## src/rtl/and_unit_arbiter.sv

```systemverilog
// rtl/and_unit_arbiter.sv - round-robin arbiter sharing one registered AND unit
// Optional grant statistics counter enabled by defining AND_ARB_STATS_EN.
module and_unit_arbiter #(
    parameter int NUM_REQ = 4,
    parameter int WIDTH   = 32,
    parameter int ID_W    = (NUM_REQ > 1) ? $clog2(NUM_REQ) : 1
) (
    input  logic                     clk,
    input  logic                     rst,
    input  logic [NUM_REQ-1:0]       req_valid,
    input  logic [NUM_REQ*WIDTH-1:0] req_a,
    input  logic [NUM_REQ*WIDTH-1:0] req_b,
    output logic [NUM_REQ-1:0]       req_ready,
    output logic                     rsp_valid,
    input  logic                     rsp_ready,
    output logic [WIDTH-1:0]         rsp_data,
    output logic [ID_W-1:0]          rsp_id,
    output logic                     busy
`ifdef AND_ARB_STATS_EN
    ,
    output logic [31:0]              grant_count
`endif
);

    typedef enum logic [1:0] {IDLE, EXEC, RESP} state_t;

    state_t            state, state_nxt;
    logic [ID_W-1:0]   rr_ptr;
    logic [ID_W-1:0]   gnt_id;
    logic              gnt_any;
    logic              grant;
    logic [ID_W-1:0]   id_q;
    logic [WIDTH-1:0]  a_q, b_q;
    int                idx;

    // Search starts at rr_ptr and wraps; first valid requester found wins.
    always_comb begin
        gnt_any = 1'b0;
        gnt_id  = '0;
        idx     = 0;
        for (int k = 0; k < NUM_REQ; k++) begin
            idx = int'(rr_ptr) + k;
            if (idx >= NUM_REQ) idx = idx - NUM_REQ;
            if (!gnt_any && req_valid[idx]) begin
                gnt_any = 1'b1;
                gnt_id  = ID_W'(idx);
            end
        end
    end

    always_comb begin
        state_nxt = state;
        req_ready = '0;
        grant     = 1'b0;
        case (state)
            IDLE: begin
                if (gnt_any && !rst) begin
                    req_ready[gnt_id] = 1'b1;
                    grant             = 1'b1;
                    state_nxt         = EXEC;
                end
            end
            EXEC: state_nxt = RESP;
            RESP: if (rsp_ready) state_nxt = IDLE;
            default: state_nxt = IDLE;
        endcase
    end

    assign busy = (state != IDLE);

    always_ff @(posedge clk) begin
        if (rst) begin
            state     <= IDLE;
            rr_ptr    <= '0;
            rsp_valid <= 1'b0;
            rsp_data  <= '0;
            rsp_id    <= '0;
            a_q       <= '0;
            b_q       <= '0;
            id_q      <= '0;
        end else begin
            state <= state_nxt;
            if (grant) begin
                a_q    <= req_a[int'(gnt_id)*WIDTH +: WIDTH];
                b_q    <= req_b[int'(gnt_id)*WIDTH +: WIDTH];
                id_q   <= gnt_id;
                rr_ptr <= (gnt_id == ID_W'(NUM_REQ - 1)) ? '0 : gnt_id + ID_W'(1);
            end
            if (state == EXEC) begin
                rsp_valid <= 1'b1;
                rsp_data  <= a_q & b_q;
                rsp_id    <= id_q;
            end else if (state == RESP && rsp_ready) begin
                rsp_valid <= 1'b0;
            end
        end
    end

`ifdef AND_ARB_STATS_EN
    always_ff @(posedge clk) begin
        if (rst)        grant_count <= '0;
        else if (grant) grant_count <= grant_count + 32'd1;
    end
`endif

endmodule

```

## config.mk

```make
export PLATFORM = sky130hd
export DESIGN_NAME = and_unit_arbiter
export DESIGN_NICKNAME = d
export VERILOG_FILES = /design/src/rtl/and_unit_arbiter.sv
export SDC_FILE = /design/constraint.sdc
export NUM_CORES = 1
export LEC_CHECK = 0
export CAP_MARGIN = 10
export CORE_MARGIN = 1.5
export CORE_UTILIZATION = 46
export CTS_CLUSTER_SIZE = 8
export DETAILED_ROUTE_END_ITERATION = 16
export GPL_ROUTABILITY_DRIVEN = 0
export PLACE_DENSITY = 0.88
export SLEW_MARGIN = 10
export SYNTH_ARGS = -nofsm -noshare
export SYNTH_HDL_FRONTEND = slang
export SYNTH_SLANG_ARGS = --single-unit
```

## constraint.sdc

```tcl
create_clock -name clk -period 3.36 [get_ports clk]
set_clock_uncertainty 0.2 [all_clocks]
set_input_delay 0.336 -clock clk [delete_from_list [all_inputs] [get_ports clk]]
set_output_delay 0.336 -clock clk [all_outputs]
set_load 0.05 [all_outputs]
```

==> metrics.txt <==
outcome=finished, final reports clean; # setup viols final=0; Fin. Hold Viols=0; required time of the critical path=2.82 ns; design area=9993 um2; area leader, netlist=dfxtp_1; area share of the leading cell type in the synthesized netlist=31.47%; deepest clock path buffer count=2; initial core utilization=47.56%; Die Wd=123.5 um; Worst R2R Path Depth=6; leak pwr=3.631 nW; core area=14,040 um2; Placed Cells=1,132; vias in the first global route=6,355; reg2reg setup slack=0.94 ns; Die Y=123.5 um; CP Capture Type=primary output; post-DR vias/cell=5.724; nets=1,227; Clk Latency, worst-skew pair=0.35 ns; CTS tree=built; Slew Limit Fails=0; number of max-cap violations=0; Post-DP Area=9674 um2; FF+latch area=2102 um2; CTS Hold Bufs=0; # resized after CTS=0; worst hold-check path type=register to register; yosys warns=0; f_max=345.8 MHz; Pre-antenna DRT Iters=4; root buf cell=clkbuf_16; Seq cells post-synth=105; wirelength, routed=22.18 mm; worst reg2reg startpoint=rr_ptr[0]; CP startpoint=req_valid[3]; fin util=71.17%; Slew @ Worst Pin=0.9778 ns; Mean Syn Cell Area=9.302 um2; Pwr Density=453.7 nW/um2; async set or reset register ratio after synthesis=0%; Vias=6,566; Pwr Total=0.004534 W; global-route congestion overflow total=0; # fillers=1,034; top cells by area, synth=dfxtp_1 31%, a211oi_2 22%, and3_1 12%; multi-input logic area=4114 um2; Syn Std Cell Area=6679 um2; Slew headroom=34.68%; initial antenna violation count=0; Worst Path Max Fanout=18; first-pass GRT wire length=33.41 mm; post-synthesis sequential area ratio=31.47%; CTS buffer count=9; EDFF count, synth=0; Mapped Cells=718; I/O Buffers=302; CTS clk-pin slew, worst paths=0.07 ns; critical path type=input port to primary output; Setup crit end=req_ready[3]; FF-to-FF End=b_q[1]; layout cell share with drive strength beyond 1=22.54%; worst vdd ir=0.3083 mV; DRC=0; Setup crit start kind=input port; # Post-CTS Setup Buffers=0; row count=43; non-filler cells, final=1,147; DP Wirelength=15.55 mm; DR WL/cell=19.34 um; die area=15,250 um2; # diodes=0; I/O Pins=303; Tot GR Track Use=28.44%; Final ANT Viol Nets=0; Final TNS setup=0 ns; fin crit share=86.07%; largest net degree at the start of global routing=129; Synth cell types=32; Area Growth Syn to Fin=49.63%; Syn Nets=982; H-tree depth=3; DRT iter0 DRCs=417; Tmin final=2.892 ns; Arr. time, crit path=2.36 ns; ys flop type=dfxtp_1; clock tree sinks=105; RSZ-0062 raised after global routing=no
through the flow:
step	hold WS, ns	setup slack, ns
6_report	0.2498	0.4682
3_5_place_dp	0.2431	0.3887
3_3_place_gp	0.2367	0.4585
4_1_cts	0.2527	0.4694
2_1_floorplan	0.2259	0.2460
5_1_grt	0.2677	0.4193
worst max-delay path, cell delays in order:
cell	delay, ns
clkdlybuf4s50_1	0.58
nor2_1	0.09
or4b_4	0.65
nand2_8	0.21
ha_1	0.17
and2_1	0.12
buf_4	0.19
registers in the layout (all words and copies together), names as in the netlist:
register,count
rsp_valid,1
a_q,32
id_q,2
state,2
rsp_id,2
rr_ptr,2
rsp_data,32
b_q,32
report_power, final:
part | internal (W) | switching, W | leakage [nW] | total [W]
combinational | 0.000859 | 0.00101 | 2.62 | 0.00187
clock | 0.000673 | 0.000470 | 0.152 | 0.00114
sequential | 0.00142 | 0.000103 | 0.861 | 0.00152
total | 0.00295 | 0.00158 | 3.63 | 0.00453
synth_stat cells, types with 2 or more instances:
cell type,instances
buf_4,3
nor2_1,8
buf_1,4
nand3_1,32
a211oi_1,15
buf_2,21
and3_1,129
nand2_1,106
a211oi_2,115
nor2b_1,5
o31ai_1,4
clkbuf_1,36
nor3_1,2
o31ai_2,60
buf_6,19
a21oi_1,38
dfxtp_1,105
inv_1,2
metal layers:
metal	vias up	track usage [%]	part of all wire, %
met5	-	0	0
met4	0	8.549	2.3
met3	35	6.319	7.2
met2	272	49.24	49
met1	3077	35.27	41
li1	3182	-	-
worst min path at each step:
stage | from | to | slack, ns | cells after the start
CTS | rsp_data[23] | rsp_data[23] | 0.25 | 2
finish | rsp_data[23] | rsp_data[23] | 0.25 | 2
global route | rsp_data[19] | rsp_data[19] | 0.27 | 2
detailed placement | rsp_data[23] | rsp_data[23] | 0.24 | 2
floorplan | b_q[19] | b_q[19] | 0.23 | 2
global placement | rsp_data[13] | rsp_data[13] | 0.24 | 2
layout by cell type, fill, tap and decap left out, drive strengths merged:
master,Yosys,layout
or4b,1,1
and2,1,1
clkdlybuf4s50,0,297
clkinvlp,0,1
o32ai,1,1
inv,3,3
a21boi,1,1
nand2b,1,1
a21oi,38,38
ha,1,1
a211oi,130,130
buf,47,20
and3,129,129
clkbuf,36,11
o31ai,64,64
nor4,1,1
or2,2,2
or4,1,1
clkinv,0,1
nor2b,5,5
nand2,107,107
nor3,2,2
or3,1,1
bufinv,0,2
nor2,8,8
o21ai,1,1
nand3,32,32
dfxtp,105,105
area by class of cell:
type / count / area share [%]
clock buffer: 11 / 2.429
multi-input combinational: 527 / 41.17
sequential: 105 / 21.03
inverter: 3 / 0.1252
timing repair buffer: 317 / 32.23
clock inverter: 4 / 0.7637
tap: 180 / 2.254
logic make-up after synthesis:
group	count (synthesis)	share of synthesized area [%]
buf+inv	86	7.531
fa+ha+maj	1	0.1873
flops	105	31.47
simple gates	291	22.61
compound gates	235	38.20
No activity file was read; power rests on OpenSTA's default activity.
